==> src/rtl/fir_stream_kernel.sv <==
// fir_stream_kernel: block-level (ap_start/ap_ready/ap_done/ap_idle) FIR kernel, one MAC per cycle over NTAPS taps.
// Latency: start seen T0, input handshake T1, MAC T2..T(NTAPS+1), result valid T(NTAPS+2); NTAPS+2 cycles per result back-to-back.
// Backpressure: A_V_TREADY only in READ; B_V_TVALID/B_V_TDATA held in WRITE until B_V_TREADY, ap_done pulses the cycle after.
//
// Ports:
//   ap_clk, ap_rst            kernel clock (okClk), async active-high reset
//   ap_start/ready/done/idle  block-level control handshake
//   A_V_*                     input sample stream, bits [17:0] signed sample
//   B_V_*                     48-bit signed result stream
//   coef_we/addr/din          coefficient load, accepted only in IDLE
//   flush                     present only with `define FIR_FLUSH_EN: clears the delay line from IDLE
// Constraint: CW <= 29 so a full product fits the 48-bit accumulator.
module fir_stream_kernel #(
  parameter int NTAPS = 16,
  parameter int CW    = 18
) (
  input  logic          ap_clk,
  input  logic          ap_rst,
  input  logic          ap_start,
  output logic          ap_ready,
  output logic          ap_done,
  output logic          ap_idle,
  input  logic [23:0]   A_V_TDATA,
  input  logic          A_V_TVALID,
  output logic          A_V_TREADY,
  output logic [47:0]   B_V_TDATA,
  output logic          B_V_TVALID,
  input  logic          B_V_TREADY,
  input  logic          coef_we,
  input  logic [5:0]    coef_addr,
  input  logic [CW-1:0] coef_din
`ifdef FIR_FLUSH_EN
  ,
  input  logic          flush
`endif
);

  localparam int AW  = $clog2(NTAPS);
  localparam int PW  = 18 + CW;
  localparam int PAD = 48 - PW;

  typedef enum logic [1:0] {S_IDLE, S_READ, S_MAC, S_WRITE} state_t;

  state_t state_q, state_d;

  logic signed [17:0]   dly_q  [NTAPS];
  logic signed [CW-1:0] coef_q [NTAPS];
  logic [AW-1:0]        idx_q;
  logic [47:0]          acc_q;

  logic                 a_hs;
  logic                 b_hs;
  logic                 last_tap;
  logic signed [PW-1:0] prod;
  logic [47:0]          prod_ext;
  logic [AW-1:0]        waddr;
  logic                 coef_wr;
  logic                 unused_bits;

  // Upper address bits alias onto the low taps; upper sample bits carry no data.
  assign unused_bits = ^{coef_addr, A_V_TDATA[23:18]};

  assign waddr    = coef_addr[AW-1:0];
  // Range check only matters when NTAPS is not a power of two.
  assign coef_wr  = coef_we && (state_q == S_IDLE) && ({1'b0, waddr} < (AW+1)'(NTAPS));
  assign last_tap = (idx_q == AW'(NTAPS - 1));

  assign prod     = PW'(dly_q[idx_q]) * PW'(coef_q[idx_q]);
  assign prod_ext = {{PAD{prod[PW-1]}}, prod};

  assign a_hs      = A_V_TREADY && A_V_TVALID;
  assign b_hs      = B_V_TVALID && B_V_TREADY;
  // acc is frozen outside MAC, so the result is stable for the whole WRITE state.
  assign B_V_TDATA = acc_q;

  always_comb begin
    state_d    = state_q;
    ap_idle    = 1'b0;
    A_V_TREADY = 1'b0;
    B_V_TVALID = 1'b0;
    case (state_q)
      S_IDLE: begin
        ap_idle = 1'b1;
        if (ap_start) state_d = S_READ;
      end
      S_READ: begin
        A_V_TREADY = 1'b1;
        if (A_V_TVALID) state_d = S_MAC;
      end
      S_MAC: begin
        if (last_tap) state_d = S_WRITE;
      end
      S_WRITE: begin
        B_V_TVALID = 1'b1;
        // A level-held start chains straight into the next invocation.
        if (B_V_TREADY) state_d = ap_start ? S_READ : S_IDLE;
      end
      default: state_d = S_IDLE;
    endcase
  end

  always_ff @(posedge ap_clk or posedge ap_rst) begin
    if (ap_rst) begin
      state_q  <= S_IDLE;
      idx_q    <= '0;
      acc_q    <= '0;
      ap_ready <= 1'b0;
      ap_done  <= 1'b0;
      for (int i = 0; i < NTAPS; i++) begin
        dly_q[i]  <= '0;
        coef_q[i] <= '0;
      end
    end else begin
      state_q  <= state_d;
      ap_ready <= a_hs;
      ap_done  <= b_hs;

      if (a_hs) begin
        dly_q[0] <= A_V_TDATA[17:0];
        for (int i = 1; i < NTAPS; i++) dly_q[i] <= dly_q[i-1];
        acc_q <= '0;
        idx_q <= '0;
      end else if (state_q == S_MAC) begin
        acc_q <= acc_q + prod_ext;
        idx_q <= idx_q + AW'(1);
      end
`ifdef FIR_FLUSH_EN
      else if ((state_q == S_IDLE) && flush) begin
        for (int i = 0; i < NTAPS; i++) dly_q[i] <= '0;
      end
`endif

      if (coef_wr) coef_q[waddr] <= coef_din;
    end
  end

endmodule
==> config.mk <==
export PLATFORM = sky130hd
export DESIGN_NAME = fir_stream_kernel
export DESIGN_NICKNAME = d
export VERILOG_FILES = /design/src/rtl/fir_stream_kernel.sv
export SDC_FILE = /design/constraint.sdc
export NUM_CORES = 2
export LEC_CHECK = 0
export ABC_AREA = 0
export ABC_CLOCK_PERIOD_IN_PS = 68900
export CORE_ASPECT_RATIO = 0.9
export CORE_MARGIN = 2
export CORE_UTILIZATION = 35
export DETAILED_ROUTE_END_ITERATION = 8
export DONT_BUFFER_PORTS = 1
export GPL_ROUTABILITY_DRIVEN = 0
export GPL_TIMING_DRIVEN = 0
export HOLD_SLACK_MARGIN = 0.1
export PLACE_DENSITY = 0.49
export SETUP_SLACK_MARGIN = 0.3
export SYNTH_ARGS = -nofsm -noshare
export SYNTH_HDL_FRONTEND = slang
export SYNTH_SLANG_ARGS = --single-unit
export TNS_END_PERCENT = 1
==> constraint.sdc <==
create_clock -name ap_clk -period 68.9 [get_ports ap_clk]
set_input_delay 13.78 -clock ap_clk [delete_from_list [all_inputs] [get_ports ap_clk]]
set_output_delay 13.78 -clock ap_clk [all_outputs]
set_load 0.02 [all_outputs]
==> summary.md <==
| Metric | Value |
|---|---|
| GRT Total Usage | 21.5% |
| Synthesis Warnings | 0 |
| Crit path capture | coef_q[36]$_DFFE_PP0P_ |
| WHS Path Cells | 2 |
| Status | finished clean |
| Unrepaired setup endpoints after global routing | no |
| CP startpoint | coef_addr[1] |
| Slew Viols, Final | 0 |
| Syn nets | roughly 4.6k |
| Largest net degree at the start of global routing | roughly 130 |
| Fin crit period | between 15000 and 20000 ps |
| Sequential-to-total area share from yosys stat | a little under two fifths |
| Top FF cell, synth | dfrtp_1 |
| Yosys reg bits | approximately 630 |
| # setup viols final | 0 |
| Initial antenna violation count | 5 |
| Detailed placement HPWL | a little under 100 mm |
| Io pins | around 110 |
| Worst Path Arrival | roughly 17000 ps |
| R2R Setup Slk | 55750 ps |
| TNS Setup | 0 ps |
| Worst Path Buf+Inv | 2 |
| Bufs on Longest Clock Path | 3 |
| Number of flops mapped to enable cells by yosys | 0 |
| CTS root buf | clkbuf_16 |
| Ys async rst share | 100% |
| Die Area | between 0.1 and 0.15 mm2 |
| RR Startpoint | idx_q[1]$_DFFE_PP0P_ |
| CTS tree | built |
| Fraction of layout cells with a size suffix above 1 | between 10% and 20% |
| # nets final | ~4.7k |
| Placeable Area | roughly 0.12 mm2 |
| Area grow syn2layout | 11.2% |
| Clk pin slew, worst setup/hold paths | 80 ps |
| Crit end category | register |
| Worst EP required | around 69000 ps |
| Initial Utilization | a little over a third |
| Worst-case reg-to-reg path depth | 39 |
| Slowest cell on crit path | nor2_1 |
| Yosys cell types | 73 |
| Mapped Area | between 0.04 and 0.05 mm2 |
| Final Hold Viols | 0 |
| TritonCTS Buffers | 75 |
| Top sig layer | met4 |
| Slew headroom | between 8 and 9% |
| Stages on the worst setup path | 6 |
| WL met3 | about 8.3 mm |
| # rows | ~120 |
| DR vias | between 20k and 30k |
| Max FO, Critical Path | 10 |
| Global-route wire length before repair | 198 mm |
| Final WL | ~130 mm |
| DRT iter0 DRCs | roughly 2.2k |
| # clock sinks | 632 |
| Via/cell ratio | 5.09 |
| Syn Inst Count | roughly 4.0k |
| Fin crit share | 23.3% |
| Detailed route wirelength on metal2 | ~60 mm |
| GRT overflow | 0 |
| Post-Route M1 WL | between 50 and 60 mm |
| Port Buffers | 0 |
| Post-route ant nets | 0 |
| Max stage delay on crit path | roughly 1000 ps |
| Max-cap violations | 0 |
| Worst Clk Skew | 28.4 ps |
| Kind of cell with the highest combined delay on the critical path | simple AND/OR/NAND/NOR gates |
| Worst-skew pair later-pin latency | between 600 and 700 ps |
| Vias in the first global route | ~30k |
| Cts hold-fix bufs | 0 |
| H-tree levels | 3 |
| Critical path, cell by cell | clkbuf_1, nor2_1, nand2_1, nor2_1, clkbuf_1, mux2_2 |
| DRT Pass-1 Iters | 5 |
| Number of setup buffers added after CTS | 0 |
| Critical path type | primary input to register |
| Worst Setup Start Kind | primary input |
| # resized after CTS | 0 |
| Syn Area/Cell | about 11 um2 |
| Fmax | between 60 and 70 MHz |
| DR WL/cell | around 23 um |
| DRC | 0 |
| Die W | approximately 370 um |
| Hold Path Class | register to register |
| RR Endpoint | B_V_TDATA[45]$_DFFE_PP0P_ |
| Die Y | between 300 and 400 um |
| Slew @ Worst Pin | about 1400 ps |
cells by family (layout without fill, tap and decap cells):
| kind of cell | count (synthesis) | in the layout | synth area share, % |
|---|---|---|---|
| buffers and inverters | 636 | 783 | 5.77 |
| AO/OA/AOI/OAI | 259 | 259 | 4.03 |
| XOR/XNOR | 73 | 73 | 1.51 |
| other | 0 | 1 | 0 |
| multiplexers | 514 | 514 | 17.8 |
| flip-flops | 632 | 632 | 37.3 |
| adder cells (fa/ha/maj) | 476 | 476 | 19.9 |
| AND/OR/NAND/NOR | 1447 | 1447 | 13.7 |
cells in the mapped netlist, types with 3 or more instances:
cell type,number,area share [%]
fa_1,330,16
a21oi_1,65,0.77
nand3_1,23,0.27
nor2b_1,31,0.46
inv_1,430,3.8
o21ai_1,19,0.22
a41o_1,3,0.071
nand2_1,1077,9.5
and2_1,15,0.22
or4_1,4,0.071
and3_1,6,0.088
nor2_1,206,1.8
a211oi_1,14,0.25
xnor2_1,56,1.2
o31ai_1,3,0.053
mux2_2,306,8.1
clkbuf_1,152,1.3
xor2_1,17,0.35
o21bai_1,10,0.18
a31oi_1,12,0.18
buf_2,28,0.33
o21ai_0,44,0.52
buf_4,5,0.088
or3_1,5,0.074
a41oi_1,3,0.062
dfrtp_1,632,37
ha_1,146,4.3
nor3b_1,4,0.071
o21a_1,17,0.30
mux2i_1,45,1.1
a21o_1,25,0.44
buf_1,17,0.15
nand4_1,11,0.16
o211ai_1,11,0.19
o31ai_2,3,0.088
nor3_1,17,0.20
nand2b_1,35,0.52
a21oi_2,4,0.083
mux4_2,163,8.6
through the flow:
stage	utilization, %	hold slack, ps	instance area [um2]	setup WS [ps]	cells
global placement	36.8	453	44500	28830	5636
CTS	39.1	472	47200	52810	5782
detailed placement	37.1	462	44700	52100	5648
finish	39.1	478	47200	52830	5784
global route	39.1	495	47200	52680	5783
floorplan	-	441	42400	37420	4037
tightest hold or removal path, stage by stage, from the launching register on:
cell and delay (ps):
dfrtp_1 370, nand2_1 60, nand2_1 50
flip-flops by register name, summed over array words and instances, names as in the netlist:
| register | count |
|---|---|
| B_V_TDATA | 48 |
| ap_done | 1 |
| ap_ready | 1 |
| coef_q | 288 |
| dly_q | 288 |
| idx_q | 4 |
| state_q | 2 |
placed cells by master, fill, tap and decap left out, drive strengths merged, types with 15 or more instances in the layout:
cell type,count
mux4,163
nand2,1077
dfrtp,632
clkbuf,261
inv,434
o21a,17
ha,146
nor2b,31
nor3,17
xnor2,56
fa,330
nand2b,35
nor2,206
a211oi,15
o21ai,64
nand3,23
mux2i,45
buf,64
mux2,306
a21oi,69
a21o,26
clkinv,19
xor2,17
and2,15
area by class of cell:
class	count	area (um2)
diodes	1	2.50
clock buffers	108	2160
well taps	1599	2000
flip-flops and latches	632	15800
inverters	432	1630
fillers	11800	73500
clock inverters	26	320
plain buffers	204	830
repair buffers	13	248
multi-input cells	2769	24200
worst min-delay path by stage:
stage | slack, ps | to | startpoint
after global placement | 450 | dly_q[14]$_DFFE_PP0P_ | dly_q[14]$_DFFE_PP0P_
after floorplan | 440 | dly_q[0]$_DFFE_PP0P_ | dly_q[0]$_DFFE_PP0P_
final | 480 | dly_q[8]$_DFFE_PP0P_ | dly_q[26]$_DFFE_PP0P_
after detailed placement | 460 | dly_q[16]$_DFFE_PP0P_ | dly_q[16]$_DFFE_PP0P_
after global routing | 490 | dly_q[12]$_DFFE_PP0P_ | dly_q[12]$_DFFE_PP0P_
after CTS | 470 | dly_q[8]$_DFFE_PP0P_ | dly_q[26]$_DFFE_PP0P_
per-layer routing:
| metal | GRT usage, % | up-vias |
|---|---|---|
| met5 | 0 | - |
| met4 | 4.84 | 0 |
| met3 | 4.78 | 136 |
| met2 | 33.6 | 769 |
| met1 | 30.5 | 15200 |
| li1 | - | 13300 |
Power is left out: the tool's default activity adds up to more than one toggle a clock period on the data nets, which glitch-free logic cannot reach.
